### src/rtl/vr_alu_arbiter.sv
// ============================================================================
// vr_alu_arbiter : round-robin sharing of one RV32I ALU between two ports,
//                  with a one-deep registered response slot per port.
// Optional statistics counters: define VR_ALU_ARB_STATS_EN.
// Revision: 1.0
// ============================================================================
`default_nettype none

module vr_alu_arbiter #(
  parameter int CNT_W = 16
) (
  input  logic             i_clk,
  input  logic             i_rst,
  input  logic             i_req0_valid,
  output logic             o_req0_ready,
  input  logic [31:0]      i_req0_in1,
  input  logic [31:0]      i_req0_in2,
  input  logic [31:0]      i_req0_instr,
  input  logic             i_req1_valid,
  output logic             o_req1_ready,
  input  logic [31:0]      i_req1_in1,
  input  logic [31:0]      i_req1_in2,
  input  logic [31:0]      i_req1_instr,
  output logic             o_rsp0_valid,
  input  logic             i_rsp0_ready,
  output logic [31:0]      o_rsp0_out,
  output logic [2:0]       o_rsp0_flags,
  output logic [31:0]      o_rsp0_add,
  output logic             o_rsp1_valid,
  input  logic             i_rsp1_ready,
  output logic [31:0]      o_rsp1_out,
  output logic [2:0]       o_rsp1_flags,
  output logic [31:0]      o_rsp1_add,
  output logic [CNT_W-1:0] o_stat_grant0,
  output logic [CNT_W-1:0] o_stat_grant1,
  output logic [CNT_W-1:0] o_stat_conflict
);

  localparam logic S_EMPTY = 1'b0;
  localparam logic S_FULL  = 1'b1;

  logic [1:0]  state_q, state_d;
  logic        last_grant_q, last_grant_d;
  logic [31:0] out0_q, out1_q, add0_q, add1_q;
  logic [2:0]  flg0_q, flg1_q;

  logic        w_elig0, w_elig1, w_grant0, w_grant1;
  logic [31:0] w_in1, w_in2, w_instr, w_alu_out, w_add;
  logic [2:0]  w_flags;
  logic [4:0]  w_shamt;
  logic        w_unused;

  // A full slot is eligible only if it drains in the same cycle.
  assign w_elig0  = i_req0_valid & (!o_rsp0_valid | i_rsp0_ready);
  assign w_elig1  = i_req1_valid & (!o_rsp1_valid | i_rsp1_ready);
  assign w_grant0 = !i_rst & w_elig0 & (!w_elig1 |  last_grant_q);
  assign w_grant1 = !i_rst & w_elig1 & (!w_elig0 | !last_grant_q);

  assign o_req0_ready = w_grant0;
  assign o_req1_ready = w_grant1;

  assign w_in1   = w_grant1 ? i_req1_in1   : i_req0_in1;
  assign w_in2   = w_grant1 ? i_req1_in2   : i_req0_in2;
  assign w_instr = w_grant1 ? i_req1_instr : i_req0_instr;

  // R-type shifts take the amount from in2, I-type from the shamt field.
  assign w_shamt = w_instr[5] ? w_in2[4:0] : w_instr[24:20];
  assign w_add   = w_in1 + w_in2;
  assign w_flags = {w_in1 == w_in2, $signed(w_in1) < $signed(w_in2), w_in1 < w_in2};
  assign w_unused = ^{w_instr[31], w_instr[29:25], w_instr[19:15], w_instr[11:6], w_instr[4:0]};

  always_comb begin
    w_alu_out = w_add;
    case (w_instr[14:12])
      3'd0: w_alu_out = (w_instr[5] & w_instr[30]) ? (w_in1 - w_in2) : w_add;
      3'd1: w_alu_out = w_in1 << w_shamt;
      3'd2: w_alu_out = {31'd0, w_flags[1]};
      3'd3: w_alu_out = {31'd0, w_flags[0]};
      3'd4: w_alu_out = w_in1 ^ w_in2;
      3'd5: w_alu_out = w_instr[30] ? 32'($signed(w_in1) >>> w_shamt) : (w_in1 >> w_shamt);
      3'd6: w_alu_out = w_in1 | w_in2;
      default: w_alu_out = w_in1 & w_in2;
    endcase
  end

  always_ff @(posedge i_clk) begin
    if (i_rst) begin
      state_q      <= {S_EMPTY, S_EMPTY};
      last_grant_q <= 1'b1;
    end else begin
      state_q      <= state_d;
      last_grant_q <= last_grant_d;
    end
  end

  always_comb begin
    state_d      = state_q;
    last_grant_d = last_grant_q;
    if (w_grant0) begin
      state_d[0]   = S_FULL;
      last_grant_d = 1'b0;
    end else if (i_rsp0_ready) begin
      state_d[0]   = S_EMPTY;
    end
    if (w_grant1) begin
      state_d[1]   = S_FULL;
      last_grant_d = 1'b1;
    end else if (i_rsp1_ready) begin
      state_d[1]   = S_EMPTY;
    end
  end

  always_comb begin
    o_rsp0_valid = (state_q[0] == S_FULL);
    o_rsp1_valid = (state_q[1] == S_FULL);
  end

  always_ff @(posedge i_clk) begin
    if (i_rst) begin
      out0_q <= '0; add0_q <= '0; flg0_q <= '0;
      out1_q <= '0; add1_q <= '0; flg1_q <= '0;
    end else begin
      if (w_grant0) begin
        out0_q <= w_alu_out; add0_q <= w_add; flg0_q <= w_flags;
      end
      if (w_grant1) begin
        out1_q <= w_alu_out; add1_q <= w_add; flg1_q <= w_flags;
      end
    end
  end

  assign o_rsp0_out   = out0_q;
  assign o_rsp0_add   = add0_q;
  assign o_rsp0_flags = flg0_q;
  assign o_rsp1_out   = out1_q;
  assign o_rsp1_add   = add1_q;
  assign o_rsp1_flags = flg1_q;

`ifdef VR_ALU_ARB_STATS_EN
  logic [CNT_W-1:0] g0_q, g1_q, conf_q;

  always_ff @(posedge i_clk) begin
    if (i_rst) begin
      g0_q   <= '0;
      g1_q   <= '0;
      conf_q <= '0;
    end else begin
      if (w_grant0 && g0_q != '1)              g0_q   <= g0_q + 1'b1;
      if (w_grant1 && g1_q != '1)              g1_q   <= g1_q + 1'b1;
      if (w_elig0 && w_elig1 && conf_q != '1)  conf_q <= conf_q + 1'b1;
    end
  end

  assign o_stat_grant0   = g0_q;
  assign o_stat_grant1   = g1_q;
  assign o_stat_conflict = conf_q;
`else
  assign o_stat_grant0   = '0;
  assign o_stat_grant1   = '0;
  assign o_stat_conflict = '0;
`endif

endmodule

`default_nettype wire

### config.mk
export PLATFORM = sky130hd
export DESIGN_NAME = vr_alu_arbiter
export DESIGN_NICKNAME = d
export VERILOG_FILES = /design/src/rtl/vr_alu_arbiter.sv
export SDC_FILE = /design/constraint.sdc
export NUM_CORES = 1
export LEC_CHECK = 0
export ABC_CLOCK_PERIOD_IN_PS = 16900
export CAP_MARGIN = 20
export CORE_MARGIN = 10
export CORE_UTILIZATION = 35
export DETAILED_ROUTE_END_ITERATION = 10
export PLACE_DENSITY = 0.56
export SETUP_SLACK_MARGIN = 0.15
export SYNTH_ARGS = -nofsm -noshare
export SYNTH_HDL_FRONTEND = slang
export SYNTH_SLANG_ARGS = --single-unit
### constraint.sdc
create_clock -name i_clk -period 16.9 [get_ports i_clk]
set_input_delay 3.38 -clock i_clk [delete_from_list [all_inputs] [get_ports i_clk]]
set_output_delay 3.38 -clock i_clk [all_outputs]
set_load 0.005 [all_outputs]
==> results_dict.tcl <==
set metrics [dict create \
    status "finished clean" \
    hold_viol_final 0 \
    cts_setup_buffers 0 \
    cts_resized 0 \
    io_buffers 291 \
    io_pins 384 \
    finalSetupTns_ns 0 \
    ys_warn_count 0 \
    cts.path.max_buffers 2 \
    numCtsBuffers 17 \
    critical-path-max-stage-delay_ns 0.83 \
    synth_seq_area_share_pct 15.2 \
    rsz0062_at_grt "no" \
    tightest_slew_ns 1.33 \
    ir_drop_v 0.0000635 \
    grt_use_met2_pct 48.4 \
    min_path_type "register to register" \
    crit_path_cell_trace "clkdlybuf4s50_1 -> nor2b_1 -> o211a_4 -> nand2_4 -> inv_4 -> buf_4 -> nand2_1 -> nand2_1 -> ha_1 -> nor3_1 -> o21ai_0 -> a211oi_1 -> nor2_1 -> o41ai_1 -> mux2i_1 -> xnor2_1 -> nor2_1 -> a211oi_1 -> o32ai_1" \
    area.growth.synth_to_final_pct 20.5 \
    placed_cell_area_um2 21200 \
    fin_nets 3083 \
    num_rows 83 \
    clk_latency_ns 0.44 \
    fmax_ghz 0.0955 \
    slew_violations 0 \
    firstDrtPassIters 6 \
    final_util_pct 42.5 \
    grt_pass1_wl_mm 143 \
    required_ns 17.18 \
    yosys_register_bits 137 \
    power_density_nw_per_um2 80.1 \
    grt_max_degree 76 \
    start_util_pct 35.3 \
    n_antenna_cell 0 \
    max_cap_viol_count 0 \
    synthDistinctLibCells 99 \
    drive_gt1_share_pct 6.32 \
    synth-edff-count 0 \
    grt_usage_pct 31.0 \
    overflow 0 \
    p_leak_uw 0.00885 \
    gp_congestion 1.02 \
    die_w_um 247 \
    setup_viol 0 \
    crit_path_end_kind "register" \
    period_share_pct 62.0 \
    grt_pass1_vias 20100 \
    wl_per_cell_um 28.5 \
    slew-limit-headroom_pct 11.3 \
    slowest_stage "a211oi_1" \
    fin_area_um2 21700 \
    dp_slack_ns 6.28 \
    grtUsageMet1_pct 44.0 \
    top_usage_layer "met2" \
    layout_min_cycle_time_ns 10.47 \
    final_common_cell "nand2_1" \
    ys.flop_type "dfxtp_1" \
    cp_num_buf_inv 3 \
    final_cells 3480 \
    die_h_um 247 \
    setup_ws_ns 6.43 \
    core-area_um2 51200 \
    fill_cells 5391 \
    cts_max_level 4 \
    vias 21500 \
    vias_per_cell 6.19 \
    dp_hpwl_mm 77.4 \
    dp_cells 3447 \
    async_flop_share_pct 0 \
    path_clk_slew_ns 0.07 \
    path_class "input pin to register" \
    antenna_found_initial 1 \
    syn_avg_cell_area_um2 6.85 \
    critPathMaxFanout 54 \
    finalClockSkew_ns 0.0131 \
    tritoncts "built" \
    cts_root_buffer "clkbuf_16" \
    die_area_um2 61100 \
    worstSetupStartpointType "input pin" \
    use_met3_pct 3.39 \
    drc 0 \
    regArea_um2 2740 \
    drtIter0Drc 2669 \
    clkSinkCount 137 \
    routed_wl_mm 99.3 \
    synthesis.area_um2 18100 \
    cts-hold-fix-buffers 0 \
    cp.arrival_ns 10.75 \
    layout_common_cells "nand2_1, clkdlybuf4s50_1, a21oi_1" \
    multi_input_area_um2 13900 \
    ant_nets 0 \
    synthesis.instances 2636 \
    cp_top_family "compound AO/OA/AOI/OAI gates" \
]
[metal layers]
metal / vias to the layer above / routed length [µm] / share of wire [%]
li1: 9788 / - / -
met1: 10500 / 44400 / 45
met2: 1117 / 44800 / 45
met3: 117 / 7270 / 7.3
met4: 0 / 2880 / 2.9
met5: - / 0 / 0
[worst min-delay path, stage by stage (launching register included)]
cell and delay [ns]:
dfxtp_1 0.32, nand2_1 0.05, o31ai_1 0.05
[logic make-up after synthesis]
group | count (synthesis) | synth area share, %
other | 1 | 0.0208
adder cells (fa/ha/maj) | 98 | 6.88
XOR/XNOR | 54 | 2.62
multiplexers | 183 | 11.5
flip-flops | 137 | 15.2
AO/OA/AOI/OAI | 798 | 30.3
AND/OR/NAND/NOR | 999 | 24.0
buffers and inverters | 366 | 9.45
[Yosys cell counts, types with 22 or more instances]
cell type	instances	area (µm²)
a211oi_1	67	503
mux2i_1	139	1390
nand2_1	508	1910
a21o_1	24	180
a31oi_1	27	169
o21ai_0	107	536
a2111oi_0	22	193
buf_2	60	300
inv_1	108	405
mux2_2	23	259
or3_1	23	144
o22ai_1	25	156
nor3_1	46	230
o211ai_1	32	240
clkbuf_1	112	420
ha_1	96	1200
nor2_1	222	833
dfxtp_1	137	2740
o31ai_1	28	210
xnor2_1	46	403
buf_4	56	420
a21oi_1	225	1130
nand3_1	64	320
a221oi_1	30	263
[final cells by class]
| type | instances | area share [%] |
|---|---|---|
| clock inverters | 13 | 0.616 |
| clock buffers | 19 | 2.04 |
| well taps | 680 | 3.91 |
| flip-flops and latches | 137 | 12.6 |
| multi-input cells | 2180 | 63.8 |
| inverters | 110 | 1.91 |
| repair buffers | 341 | 15.1 |
[stage by stage]
| step | hold slack (ns) | power, µW |
|---|---|---|
| 2_1_floorplan | 0.448 | 951 |
| 3_3_place_gp | 0.438 | 1350 |
| 3_5_place_dp | 0.441 | 1350 |
| 4_1_cts | 0.455 | 1730 |
| 5_1_grt | 0.473 | 1820 |
| 6_report | 0.452 | 1740 |
[where the power goes]
part           switching [µW]  internal, µW
Combinational             639           353
Clock                     161           210
Sequential               19.6           360
[worst paths after layout]
path | from | end | slack (ns) | depth (start not counted)
setup / recovery | i_rsp0_ready | o_rsp0_out[16] | 6.43 | 19
hold reg to reg | o_rsp1_out[11] | o_rsp1_out[11] | 0.45 | 2
hold / removal | o_rsp1_out[11] | o_rsp1_out[11] | 0.45 | 2
setup reg to reg | state_q[0] | o_rsp0_out[16] | 9.43 | 18
[sequential cells by signal (all words and copies together), names as in the netlist]
register	flops
o_rsp1_add	32
o_rsp1_flags	3
state_q	2
o_rsp0_out	32
o_rsp1_out	32
o_rsp0_add	32
o_rsp0_flags	3
last_grant_q	1
Note: power is estimated with default switching activity, not from simulation.
